--- config.mk ---
export PLATFORM = sky130hd
export DESIGN_NAME = mux_sel_arb_rc
export DESIGN_NICKNAME = d
export VERILOG_FILES = /design/src/rtl/mux_sel_arb_rc.sv
export SDC_FILE = /design/constraint.sdc
export NUM_CORES = 1
export LEC_CHECK = 0
export ABC_AREA = 1
export CORE_MARGIN = 1.5
export CORE_UTILIZATION = 49
export DETAILED_ROUTE_END_ITERATION = 8
export PLACE_DENSITY = 0.69
export RECOVER_POWER = 25
export SLEW_MARGIN = 20
export SYNTH_ARGS = -nofsm -noshare
export SYNTH_HDL_FRONTEND = slang
export SYNTH_SLANG_ARGS = --single-unit
--- constraint.sdc ---
create_clock -name clk -period 1.6 [get_ports clk]
set_clock_uncertainty 0.2 [all_clocks]
set_input_delay 0.24 -clock clk [delete_from_list [all_inputs] [get_ports clk]]
set_output_delay 0.24 -clock clk [all_outputs]
set_load 0.02 [all_outputs]
--- src/rtl/mux_sel_arb_rc.sv ---
// Two-requester round-robin arbiter that drives the SEL input of the RC-modelled 2:1 mux.
// A break-before-make SW state makes sure SEL never changes while either grant is high.
module mux_sel_arb_rc #(
    parameter int WP       = 20,
    parameter int WN       = 10,
    parameter int HOLD_MAX = 4
) (
    input  logic clk,
    input  logic rst,
    input  logic req0,
    input  logic req1,
    output logic sel,
    output logic gnt0,
    output logic gnt1
);

    localparam logic [1:0] ST_IDLE = 2'd0;
    localparam logic [1:0] ST_G0   = 2'd1;
    localparam logic [1:0] ST_G1   = 2'd2;
    localparam logic [1:0] ST_SW   = 2'd3;

    localparam int HW      = (HOLD_MAX > 0) ? (($clog2(HOLD_MAX + 1) > 0) ? $clog2(HOLD_MAX + 1) : 1) : 1;
    localparam int HTRIG_I = (HOLD_MAX > 0) ? (HOLD_MAX - 1) : 0;
    localparam logic [HW-1:0] HLIM  = HW'(HOLD_MAX);
    localparam logic [HW-1:0] HTRIG = HW'(HTRIG_I);
    localparam logic [HW-1:0] HONE  = HW'(1);
    localparam logic          HOLD_EN = (HOLD_MAX > 0) ? 1'b1 : 1'b0;

    // Driver sizing only shapes the analog edges of the switch-level view.
    if ((WP < 1) || (WN < 1)) begin : g_bad_driver_size
        $error("mux_sel_arb_rc: WP and WN must be positive");
    end

    logic [1:0]    state_r, state_nxt_s;
    logic          sel_r, sel_nxt_s;
    logic          last_r, last_nxt_s;
    logic          tgt_r, tgt_nxt_s;
    logic [HW-1:0] hcnt_r, hcnt_nxt_s;
    logic          gnt0_r, gnt1_r;
    logic          pick_s;
    logic          own_req_s;
    logic          oth_req_s;
    logic          holder_s;

    // Next-state, SEL, LAST and hold-counter decisions.
    always_comb begin
        state_nxt_s = state_r;
        sel_nxt_s   = sel_r;
        last_nxt_s  = last_r;
        tgt_nxt_s   = tgt_r;
        hcnt_nxt_s  = hcnt_r;
        holder_s    = (state_r == ST_G1) ? 1'b1 : 1'b0;
        own_req_s   = holder_s ? req1 : req0;
        oth_req_s   = holder_s ? req0 : req1;
        if (req0 && req1) begin
            pick_s = ~last_r;
        end else if (req1) begin
            pick_s = 1'b1;
        end else begin
            pick_s = 1'b0;
        end

        case (state_r)
            ST_IDLE: begin
                if (req0 || req1) begin
                    if (pick_s == sel_r) begin
                        state_nxt_s = pick_s ? ST_G1 : ST_G0;
                        hcnt_nxt_s  = '0;
                    end else begin
                        state_nxt_s = ST_SW;
                        sel_nxt_s   = pick_s;
                        tgt_nxt_s   = pick_s;
                    end
                end else begin
                    state_nxt_s = ST_IDLE;
                end
            end
            ST_SW: begin
                if (tgt_r ? req1 : req0) begin
                    state_nxt_s = tgt_r ? ST_G1 : ST_G0;
                    hcnt_nxt_s  = '0;
                end else begin
                    state_nxt_s = ST_IDLE;
                end
            end
            ST_G0, ST_G1: begin
                if (!own_req_s) begin
                    state_nxt_s = ST_IDLE;
                    last_nxt_s  = holder_s;
                end else if (HOLD_EN && oth_req_s && (hcnt_r >= HTRIG)) begin
                    // >= rather than == so a counter that saturated while
                    // the other side was quiet still hands over promptly.
                    state_nxt_s = ST_SW;
                    sel_nxt_s   = ~holder_s;
                    tgt_nxt_s   = ~holder_s;
                    last_nxt_s  = holder_s;
                end else if (hcnt_r != HLIM) begin
                    hcnt_nxt_s = hcnt_r + HONE;
                end else begin
                    hcnt_nxt_s = hcnt_r;
                end
            end
            default: begin
                state_nxt_s = ST_IDLE;
            end
        endcase
    end

    // State and registered outputs; reset pulls every output low at once.
    always_ff @(posedge clk or posedge rst) begin
        if (rst) begin
            state_r <= ST_IDLE;
            sel_r   <= 1'b0;
            last_r  <= 1'b1;
            tgt_r   <= 1'b0;
            hcnt_r  <= '0;
            gnt0_r  <= 1'b0;
            gnt1_r  <= 1'b0;
        end else begin
            state_r <= state_nxt_s;
            sel_r   <= sel_nxt_s;
            last_r  <= last_nxt_s;
            tgt_r   <= tgt_nxt_s;
            hcnt_r  <= hcnt_nxt_s;
            gnt0_r  <= (state_nxt_s == ST_G0) ? 1'b1 : 1'b0;
            gnt1_r  <= (state_nxt_s == ST_G1) ? 1'b1 : 1'b0;
        end
    end

    assign sel  = sel_r;
    assign gnt0 = gnt0_r;
    assign gnt1 = gnt1_r;

endmodule

==> out/qor.txt, run 1 <==
Cell Pwr Density - 2170 nW/µm²
Setup violators final - 7
First-pass GRT wire length - 3020 µm
Mapped Area - 719 µm²
CP arrival - 1.74 ns
Total GRT Usage - 28.7%
Critical path type - flop to flop
Worst-Margin Slew - 0.346 ns
Power share of the clock group - 7.8%
RSZ-0062 raised after global routing - true
Final hold vios - 0
Max-cap violations - 0
Final slew viol count - 0
CTS Sinks - 9
CTS buffer count - 3
Most frequent cells in the layout - 27 x nand2_1, 17 x buf_4, 13 x inv_1
DR WL/cell - 14.2 µm
Via density - 5.20
Placer congestion estimate - 0.860
Worst setup margin - -0.178 ns
Syn Inst Count - 104
R2R cell count - 11
CP Max Fanout - 3
Largest net degree at the start of global routing - 10
Initial antenna violation count - 0
1st-iter DRT viols - 42
Yosys reg bits - 9
Root Buffer - clkbuf_4
I/O Pins - 7
Row cnt - 13
Syn-to-layout area delta - 52.2%
Post-DRT Antenna Nets - 0
Yosys top cell by area - dfrtp_1
Synth cell types - 17
Fill count - 74
Dpl hpwl - 1320 µm
Clk_lat worst skew - 0.27 ns
Crit. End Element - flop
Detailed-route wire length - 2100 µm
Combinational power share - 74.7%
Switching part of the total - 49.3%
Worst VDD drop - 1480 µV
Internal - 0.00121 W
Core area - 1330 µm²
TritonCTS clock tree - built
Fmax - 562 MHz
Outcome - finished with violations
Commonest non-fill, non-tap cell in the layout - nand2_1
Diodes inserted - 0
Sequential fraction of the synthesis area - 31.5%
Worst Setup Start Kind - flop
Sequential power share - 17.4%
Die Span Y - 41.3 µm
Final Util - 82.1%
Total power - 0.00238 W
Clock Tree Buf Depth - 2
Starting Density - 53.9%
Number of global-route vias before repair - 710
PortBufs - 6
Fin nets - 146
Clock-pin slew on the worst setup and hold paths - 0.07 ns
DRC errors left - 0
Class of the worst hold path - input port to asynchronous set/reset pin
Cell Count, Final, Fillers Out - 148
Via count - 770
Total die area - 1710 µm²
Switch Pwr - 0.00117 W
Yosys warns - 0
Lkg Pwr - 0.566 nW
Die width - 41.3 µm
Gr ovfl total - 0
Failing checks - setup timing
First-pass DRT Iterations - 4
DP Cell Count - 136
Share of the synthesized area in the top cell type - 27.8%
Maximum level of the CTS H-tree - 1
Fin Hold WS - 0.164 ns
Top post-synthesis cells by area - dfrtp_1 28%, nand2_1 19%, ha_1 14%
Syn nets - 116
Fin crit period - 1.78 ns
WP data required - 1.56 ns
Period utilisation layout - 111%
Avg Cell Area, Syn - 6.92 µm²
Layout cell share with drive strength beyond 1 - 44.4%
Max-slew headroom - 76.9%
-- cells in the mapped netlist (all sizes together) --
library cell,number
dfstp,1
nand3b,1
nand3,5
ha,8
dfrtp,8
nand2,38
nor2,16
a21oi,4
inv,18
o21ai,5
-- worst paths after layout --
| check | to | slack, ns | start |
|---|---|---|---|
| min in group clk | last_r | 0.29 | last_r |
| worst min register to register | last_r | 0.29 | last_r |
| max in group asynchronous | last_r | 0.74 | rst |
| worst min-delay path | state_r[0] | 0.16 | rst |
| worst max register to register | tgt_r | -0.18 | state_r[0] |
| worst max-delay path | tgt_r | -0.18 | state_r[0] |
-- stage by stage --
stage	cell area [µm²]	TNS [ns]	setup WS (ns)
final	1090	-0.677	-0.178
after CTS	1000	-0.359	-0.109
after floorplan	723	-0.105	-0.0355
after global routing	1090	-1.36	-0.215
after global placement	885	-2.28	-0.362
after detailed placement	885	-2.50	-0.401
-- critical path: stages (launching register included) --
cell	delay [ns]
dfrtp_1	0.40
inv_2	0.12
ha_4	0.19
nand2_2	0.06
nand2_2	0.08
nand2_4	0.06
buf_4	0.14
buf_6	0.12
o21ai_4	0.15
nand2_1	0.06
nand2_1	0.05
nand2_1	0.05
-- state kept, by name, indices dropped and copies added (netlist names) --
signal	flops
tgt_r	1
gnt0	1
last_r	1
gnt1	1
state_r	2
hcnt_r	3
-- power by group through the flow --
stage	logic [W]	registers, W	clock network (W)
3_3_place_gp	0.00130	0.000396	0
5_1_grt	0.00194	0.000424	0.000205
6_report	0.00178	0.000414	0.000187
2_1_floorplan	0.000840	0.000439	0
4_1_cts	0.00153	0.000411	0.000194
3_5_place_dp	0.00134	0.000397	0
-- repair_timing --
action | 4_1_cts | 5_1_grt
gates resized for setup | 27 | 11
setup endpoints to repair | 10 | 9
buffers inserted | 2 | 6
pin swaps | 14 | 9
hold buffers | 0 | 0
-- cell type report --
class / instances / area (µm²) / area share (%)
clock inverters: 1 / 5.00 / 0.457
clock buffers: 3 / 22.5 / 2.06
inverters: 18 / 70.1 / 6.40
repair buffers: 25 / 205 / 18.7
flip-flops and latches: 9 / 229 / 20.9
well taps: 15 / 18.8 / 1.71
multi-input cells: 77 / 544 / 49.7
-- kinds of logic after synthesis --
kind of cell    Yosys count  share of synthesized area, %
fa+ha+maj                 8                          13.9
buf+inv                  18                          9.39
simple gates             60                          35.8
compound gates            9                          9.39
flops                     9                          31.5
-- per-layer routing --
metal  up-vias  GRT usage (%)  part of all wire [%]
met5         -              0                     0
met1       356           32.3                    42
met3         8           6.91                   5.6
li1        373              -                     -
met4         0           16.1                   2.6
met2        33           49.2                    50
Note: power is estimated with default switching activity, not from simulation.
==> run 2, diff against run 1 <==
--- a/config.mk
+++ b/config.mk
@@ -12,5 +12,5 @@
 export PLACE_DENSITY = 0.69
 export RECOVER_POWER = 25
-export SLEW_MARGIN = 20
+export SLEW_MARGIN = 25
 export SYNTH_ARGS = -nofsm -noshare
 export SYNTH_HDL_FRONTEND = slang
==> constraint.sdc (replaced) <==
create_clock -name clk -period 1.6 [get_ports clk]
set_clock_uncertainty 0.2 [all_clocks]
set_input_delay 0.32 -clock clk [delete_from_list [all_inputs] [get_ports clk]]
set_output_delay 0.32 -clock clk [all_outputs]
set_load 0.02 [all_outputs]
==> run 2 against run 1 <==
Net effect:
- the run still ends with setup timing left
- non-clock buffer count is the same
- flip-flop and latch count unchanged
- worst hold slack better by 0.076 ns
- combinational power up 3%
- clock power is 3% higher
- final cell count stayed put
- register-to-register slack better by 0.02 ns
- sequential power about the same
- core utilization up 1.2 points
- count of clock-buffer cells in the layout stayed put
- routed wire length up 1.9%
- global-route usage down 3.4 points
- critical path type unchanged
- highest routed layer unchanged
==> out/qor.txt, run 2 (synthesis results as in run 1) <==
Row cnt - 13 (unchanged)
Internal - 0.00126 W (was 0.00121 W)
Period utilisation layout - 110% (was 111%)
R2r setup slk - -0.15 ns (was -0.18 ns)
Outcome - finished with violations (unchanged)
CTS Sinks - 9 (unchanged)
Critical-path top delay cell - dfstp_2 (was dfrtp_1)
Post-DRT Antenna Nets - 0 (unchanged)
Core area - 1330 µm² (unchanged)
Crit path cell chain - nand2_2 > nand2_2 > ha_4 > nand2_1 > nand3_2 > a21oi_4 > nand2_2 > nand2_1 > nand2_1 (was inv_2 > ha_4 > nand2_2 > nand2_2 > nand2_4 > buf_4 > buf_6 > o21ai_4 > nand2_1 > nand2_1 > nand2_1)
Lkg Pwr - 0.571 nW (was 0.566 nW)
Number of global-route vias before repair - 657 (was 710)
Final slew viol count - 0 (unchanged)
Crit. End Element - flop (unchanged)
CP max stage delay - 0.54 ns (was 0.40 ns)
Initial antenna violation count - 0 (unchanged)
Reg-to-Reg Start - last_r (was state_r[0])
Placer congestion estimate - 0.860 (unchanged)
Clock Tree Buf Depth - 2 (unchanged)
Sequential power share - 16.9% (was 17.4%)
Biggest regs - hcnt_r (3), state_r (2) (unchanged)
Place WS - -0.481 ns (was -0.401 ns)
Maximum level of the CTS H-tree - 1 (unchanged)
Root Buffer - clkbuf_4 (unchanged)
Layout cell share with drive strength beyond 1 - 45.1% (was 44.4%)
Detailed-route wire length - 2140 µm (was 2100 µm)
Clock-pin slew on the worst setup and hold paths - 0.07 ns (about the same)
PortBufs - 6 (unchanged)
CP Max Fanout - 4 (was 3)
Fmax - 570 MHz (was 562 MHz)
Starting Density - 53.9% (unchanged)
1st-iter DRT viols - 18 (was 42)
DR WL/cell - 14.5 µm (was 14.2 µm)
Fin nets - 146 (unchanged)
Cell Pwr Density - 2210 nW/µm² (was 2170 nW/µm²)
Worst Setup Start Kind - flop (unchanged)
Syn-to-layout area delta - 54.4% (was 52.2%)
RR Endpoint - hcnt_r[1] (was tgt_r)
Setup violators final - 7 (unchanged)
First-pass DRT Iterations - 4 (unchanged)
First-pass GRT wire length - 2660 µm (was 3020 µm)
Sequential cell area - 229 µm² (unchanged)
Final hold vios - 0 (unchanged)
Most frequent cells in the layout - 26 x nand2_1, 15 x buf_4, 13 x inv_1 (was 27 x nand2_1, 17 x buf_4, 13 x inv_1)
Failing checks - setup timing (unchanged)
Dpl hpwl - 1320 µm (unchanged)
Fin crit period - 1.75 ns (was 1.78 ns)
WP data required - 1.57 ns (was 1.56 ns)
Hold_buf cts - 0 (unchanged)
I/O Pins - 7 (unchanged)
Worst-Margin Slew - 0.356 ns (was 0.346 ns)
R2R cell count - 9 (was 11)
Commonest non-fill, non-tap cell in the layout - nand2_1 (unchanged)
Switch Pwr - 0.00120 W (was 0.00117 W)
Worst setup margin - -0.154 ns (was -0.178 ns)
Clk_lat worst skew - 0.28 ns (was 0.27 ns)
Switching part of the total - 48.8% (was 49.3%)
TritonCTS clock tree - built (unchanged)
CP arrival - 1.73 ns (was 1.74 ns)
Setup Total Neg Slack - -0.818 ns (was -0.677 ns)
Fill count - 73 (was 74)
Multi-input logic area - 542 µm² (was 544 µm²)
Total GRT Usage - 25.3% (was 28.7%)
Max-slew headroom - 76.2% (was 76.9%)
Via density - 5.36 (was 5.20)
Critical path type - flop to flop (unchanged)
DRC errors left - 0 (unchanged)
Largest net degree at the start of global routing - 10 (unchanged)
CTS buffer count - 3 (unchanged)
Combinational power share - 75.2% (was 74.7%)
Max-cap violations - 0 (unchanged)
Via count - 794 (was 770)
CP startpoint - last_r (was state_r[0])
Class of the worst hold path - input port to asynchronous set/reset pin (unchanged)
Diodes inserted - 0 (unchanged)
RSZ-0062 raised after global routing - true (unchanged)
Register with the most flip-flops - hcnt_r (unchanged)
Die Span Y - 41.3 µm (unchanged)
Gr ovfl total - 0 (unchanged)
Total die area - 1710 µm² (unchanged)
Worst VDD drop - 1480 µV (about the same)
Power share of the clock group - 7.8% (about the same)
Die width - 41.3 µm (unchanged)
Max reg flops - 3 (unchanged)
## run 2: cell count changes in the layout (fill, tap and decap cells not counted), sizes merged
cell / delta
clkdlybuf4s15: +1
clkdlybuf4s50: -1
## run 2: how the worst max path moves through the flow
stage                            to  cells past startpoint
after floorplan           hcnt_r[0]                      9
after global placement    hcnt_r[1]                     10
after detailed placement  hcnt_r[1]                     10
after CTS                 hcnt_r[1]                      9
after global routing      hcnt_r[1]                     10
final                     hcnt_r[1]                      9
## run 2: layer usage
metal | track usage, % | part of all wire, % | vias to the layer above
met2 | 41.4 | 51 | 27
met5 | 0 | 0 | -
li1 | - | - | 375
met3 | 6.91 | 4.4 | 13
met1 | 29.3 | 40 | 379
met4 | 15.3 | 4.5 | 0
## run 2: per-stage QoR
stage | utilization [%] | total power (W) | hold slack [ns] | std cells | cell area [µm²]
after floorplan | - | 0.00128 | -0.0529 | 104 | 723
after global placement | 66.3 | 0.00170 | 0.269 | 136 | 885
after detailed placement | 66.3 | 0.00173 | 0.271 | 136 | 885
after CTS | 72.7 | 0.00206 | 0.117 | 141 | 970
after global routing | 83.3 | 0.00263 | 0.287 | 148 | 1110
final | 83.3 | 0.00245 | 0.240 | 148 | 1110
## run 2: area by class of cell
cell class              instances  area share, %
clock buffers                   3           2.03
clock inverters                 1          0.450
inverters                      18           6.53
multi-input cells              77           48.8
flip-flops and latches          9           20.6
well taps                      15           1.69
repair buffers                 25           19.9
## run 2: what timing repair did
action,CTS,global route
buffers inserted,1,7
gates resized for setup,23,19
endpoints found under the setup margin,11,10
pin swaps,13,9
## run 2: critical path, delay by kind of cell, from the launching register on
kind | cells | cell delay [ns]
DFF | 1 | 0.54
and+or+nand+nor | 7 | 0.50
AOI/OAI and AO/OA | 1 | 0.19
adders and majority gates | 1 | 0.20
## run 2: power groups by stage
stage | Clock, W | Sequential (W) | Combinational [W]
floorplan | 0 | 0.000439 | 0.000840
global placement | 0 | 0.000396 | 0.00130
detailed placement | 0 | 0.000397 | 0.00134
CTS | 0.000194 | 0.000411 | 0.00145
global route | 0.000207 | 0.000427 | 0.00200
finish | 0.000192 | 0.000415 | 0.00184
